## config.mk

```make
export PLATFORM = sky130hd
export DESIGN_NAME = sn184_bcd2bin_seq
export DESIGN_NICKNAME = d
export VERILOG_FILES = /design/src/rtl/sn184_bcd2bin_seq.sv
export SDC_FILE = /design/constraint.sdc
export NUM_CORES = 1
export LEC_CHECK = 0
export ABC_CLOCK_PERIOD_IN_PS = 2400
export CAP_MARGIN = 10
export CORE_MARGIN = 1.5
export CORE_UTILIZATION = 45
export CTS_CLUSTER_DIAMETER = 40
export CTS_CLUSTER_SIZE = 30
export DETAILED_ROUTE_END_ITERATION = 8
export PLACE_DENSITY_LB_ADDON = 0.2
export SLEW_MARGIN = 10
export SYNTH_ARGS = -nofsm -noshare
export SYNTH_HDL_FRONTEND = slang
export SYNTH_SLANG_ARGS = --single-unit
```

## constraint.sdc

```tcl
create_clock -name clk -period 2.4 [get_ports clk]
set_clock_uncertainty 0.2 [all_clocks]
set_input_delay 0.48 -clock clk [delete_from_list [all_inputs] [get_ports clk]]
set_output_delay 0.48 -clock clk [all_outputs]
set_load 0.02 [all_outputs]
```

## src/rtl/sn184_bcd2bin_seq.sv

```systemverilog
// sn184_bcd2bin_seq: multi-cycle BCD-to-binary converter (reverse double-dabble).
// A packed DIGITS-digit BCD word is shifted right one bit per clock. After each
// shift, any BCD digit >= 8 has 3 subtracted. After BIN_W shifts, the low field
// holds the binary value.
// Ports:
//   clk      rising-edge clock
//   rst      synchronous active-high reset
//   start    conversion request, sampled only in IDLE
//   g_n      active-low output enable; 1 forces bin_out to all ones
//   bcd_in   packed BCD input (digit 0 = bits [3:0]), sampled with start
//   bin_out  binary result (or all ones when g_n = 1)
//   busy     high while shifting
//   done     one-cycle pulse when bin_out/err become valid
//   err      last accepted request held a digit > 9
module sn184_bcd2bin_seq #(
    parameter int unsigned DIGITS = 2,
    parameter int unsigned BIN_W  = 7
) (
    input  logic                  clk,
    input  logic                  rst,
    input  logic                  start,
    input  logic                  g_n,
    input  logic [4*DIGITS-1:0]   bcd_in,
    output logic [BIN_W-1:0]      bin_out,
    output logic                  busy,
    output logic                  done,
    output logic                  err
);

    localparam int unsigned BCD_W  = 4 * DIGITS;
    localparam int unsigned WORK_W = BCD_W + BIN_W;
    localparam int unsigned CNT_W  = $clog2(BIN_W + 1);

    typedef enum logic [1:0] {
        ST_IDLE  = 2'd0,
        ST_SHIFT = 2'd1,
        ST_DONE  = 2'd2
    } state_t;

    state_t              state_q, state_d;
    logic [WORK_W-1:0]   work_q, work_d;
    logic [CNT_W-1:0]    cnt_q, cnt_d;
    logic [BIN_W-1:0]    result_q, result_d;
    logic                err_q, err_d;

    logic [WORK_W-1:0]   step_c;
    logic                bad_digit_c;

    // Any input digit outside 0..9 marks the request invalid.
    always_comb begin
        bad_digit_c = 1'b0;
        for (int i = 0; i < int'(DIGITS); i++) begin
            if (bcd_in[4*i +: 4] > 4'd9) begin
                bad_digit_c = 1'b1;
            end
        end
    end

    // One iteration: shift right, then correct each BCD digit that is >= 8.
    always_comb begin
        logic [3:0] dig;
        step_c = work_q >> 1;
        dig    = 4'd0;
        for (int i = 0; i < int'(DIGITS); i++) begin
            dig = step_c[BIN_W + 4*i +: 4];
            if (dig >= 4'd8) begin
                step_c[BIN_W + 4*i +: 4] = dig - 4'd3;
            end
        end
    end

    // Next-state and datapath control.
    always_comb begin
        state_d  = state_q;
        work_d   = work_q;
        cnt_d    = cnt_q;
        result_d = result_q;
        err_d    = err_q;

        case (state_q)
            ST_IDLE: begin
                if (start) begin
                    err_d = 1'b0;
                    if (bad_digit_c) begin
                        err_d    = 1'b1;
                        result_d = '1;
                        state_d  = ST_DONE;
                    end else begin
                        work_d  = {bcd_in, BIN_W'(0)};
                        cnt_d   = CNT_W'(0);
                        state_d = ST_SHIFT;
                    end
                end
            end
            ST_SHIFT: begin
                work_d = step_c;
                cnt_d  = cnt_q + CNT_W'(1);
                if (cnt_q == CNT_W'(BIN_W - 1)) begin
                    result_d = step_c[BIN_W-1:0];
                    state_d  = ST_DONE;
                end
            end
            ST_DONE: begin
                state_d = ST_IDLE;
            end
            default: begin
                state_d = ST_IDLE;
            end
        endcase
    end

    // State and datapath registers.
    always_ff @(posedge clk) begin
        if (rst) begin
            state_q  <= ST_IDLE;
            work_q   <= '0;
            cnt_q    <= '0;
            result_q <= '0;
            err_q    <= 1'b0;
        end else begin
            state_q  <= state_d;
            work_q   <= work_d;
            cnt_q    <= cnt_d;
            result_q <= result_d;
            err_q    <= err_d;
        end
    end

    assign busy    = (state_q == ST_SHIFT);
    assign done    = (state_q == ST_DONE);
    assign err     = err_q;
    // The output enable acts only on the output; it never feeds back into state.
    assign bin_out = g_n ? '1 : result_q;

endmodule
```

==> results.yml <==
logic_synthesis:
  synth_nets: 168
  ys_ff_latch: 27
  yosysWarnings: 0
  seq_area_frac_synth_pct: 38.8
  async_flop_share_pct: 0
  synthCells: 152
  syn_avg_cell_area_um2: 9.16
  synth_edf_count: 0
  yosysUniqueCellTypes: 45
  syn_area_um2: 1390
  ys.flop_type: "dfxtp_1"
routing:
  vias: 1097
  avgRoutedWirePerCell_um: 12.9
  drc: 0
  finalWirelength_um: 2670
  firstDrtPassIters: 4
  ant_nets: 0
  vias_per_cell: 5.30
  drt_iter0_markers: 58
global_routing:
  grt_max_degree: 21
  grt_pass1_wl_um: 4610
  antenna_found_initial: 0
  grt_usage_pct: 16.9
  grt_pass1_vias: 1062
  overflow: 0
placement:
  place_congestion: 0.731
  placedCellCount: 203
  portBuffers: 21
  hpwl_um: 2000
  preCtsSetupSlack_ns: -0.0992
sta:
  relSlewSlack_pct: 67.4
  slew_violations: 0
  period_needed_ns: 2.28
  setup_viol: 0
  max_slew.worst_pin.slew_ns: 0.487
  min_period_over_period_pct: 95.1
  hold_viol: 0
  fin_setup_tns_ns: 0
  rsz0062_at_grt: "no"
  fmax_mhz: 438
  layout_setup_ws_ns: 0.118
setup_path:
  worstPathArrival_ns: 1.60
  worst_ep_required_time_ns: 1.72
  end_kind: "output port"
  worstPathMaxFanout: 8
  crit_type: "register to output port"
  cp-start-kind: "register"
job:
  maxCapViolCount: 0
final_layout:
  syn2layout_area_growth_pct: 18.9
  fillCellCount: 286
  nNetsFinal: 191
  drive_above_1_share_pct: 23.0
  n_antenna_cell: 0
  final_common_cell: "dfxtp_1"
  instances_no_fill: 207
  most-common-layout-cells: "dfxtp_1, nor2_1, clkdlybuf4s50_1"
floorplanning:
  core_region_area_um2: 3000
  die-area_um2: 3440
  die_x_um: 58.6
  ios: 22
  die_height_um: 58.6
  initial_utilization_pct: 46.4
  rows: 20
clock_network:
  cts_tree: "done"
  clock_sinks: 27
  cts_max_level: 1
  clk_path_buf_depth: 2
  cts_hold_buf: 0
  cts_resized: 7
  cts_root_buf: "clkbuf_4"
  cts_buffers: 3
  clock_latency_ns: 0.33
  postCtsSetupBuffers: 0
  clk_pin_slew_ns: 0.15
min_path:
  hp-class: "register to register"
power:
  p_leak_uw: 0.000630
  p_per_area_nw_per_um2: 555
  ir_worst_vdd_mv: 0.272
outcome:
  status: "completed"
cell families after synthesis:
logic type / count (synthesis) / share of synthesized area, %
AO/OA/AOI/OAI: 38 / 24.9
XOR/XNOR: 2 / 1.26
adder cells (fa/ha/maj): 4 / 3.59
buffers and inverters: 14 / 5.03
flip-flops: 27 / 38.8
multiplexers: 2 / 1.53
AND/OR/NAND/NOR: 65 / 24.9
stage by stage:
step / util [%] / power [uW] / area [um^2] / hold WS [ns]
finish: 55.1 / 919 / 1660 / 0.268
global route: 55.1 / 969 / 1660 / 0.304
CTS: 55.1 / 926 / 1660 / 0.272
detailed placement: 54.4 / 732 / 1630 / 0.248
global placement: 54.4 / 726 / 1630 / 0.246
floorplan: - / 657 / 1390 / 0.245
state kept, by name, indices dropped and copies added (netlist names):
register / count
work_q: 14
result_q: 7
cnt_q: 3
state_q: 2
err: 1
path summary, 6_finish.rpt:
kind | start | end | slack [ns] | cells after the start
worst max-delay path | state_q[0] | busy | 0.12 | 3
worst min-delay path | err | err | 0.27 | 2
worst max register to register | state_q[0] | result_q[0] | 0.60 | 6
worst min register to register | err | err | 0.27 | 2
layer usage:
metal  part of all wire (%)  GRT usage [%]  vias up  wire, um
met5                      0              0        -         0
met4                   0.37           3.90        0        10
met3                    2.2           1.98        2        60
met2                     46           28.6        8      1230
met1                     51           23.2      511      1370
li1                       -              -      576         -
critical path, cell delays in order, from the launching register on:
cell and delay, ns:
dfxtp_1 0.48, nand2b_1 0.13, inv_2 0.07, clkdlybuf4s50_1 0.59
synth_stat cells (2+ instances only):
cell      instances  share of area, %
dfxtp_1          27                39
nor2_1           26               7.0
nand2_1          11               3.0
a211oi_2          7               6.3
nand2b_1          7               3.1
or2_2             7               3.1
inv_1             5               1.3
a21oi_1           4               1.4
ha_1              4               3.6
o22ai_1           4               1.8
a211oi_1          3               1.6
a311oi_2          3               3.2
o211ai_1          3               1.6
a31oi_1           2              0.90
and2b_2           2               1.3
buf_2             2              0.72
buf_4             2               1.1
clkbuf_1          2              0.54
nand3_1           2              0.72
o21a_1            2               1.1
o21ai_2           2               1.3
xnor2_1           2               1.3
report_power, final:
part	switching [uW]	internal [uW]	leakage, uW	total (uW)
clock	142	63.7	0.0000139	206
combinational	111	102	0.000395	213
sequential	22.6	478	0.000221	500
total	276	644	0.000630	919
area by class of cell:
class | instances | area [um^2] | area share (%)
multi-input combinational | 111 | 782 | 47.2
sequential | 27 | 541 | 32.7
timing repair buffer | 26 | 239 | 14.4
tap | 33 | 41.3 | 2.49
clock buffer | 3 | 22.5 | 1.36
inverter | 6 | 22.5 | 1.36
clock inverter | 1 | 7.51 | 0.454
(Power assumes the default switching activity.)
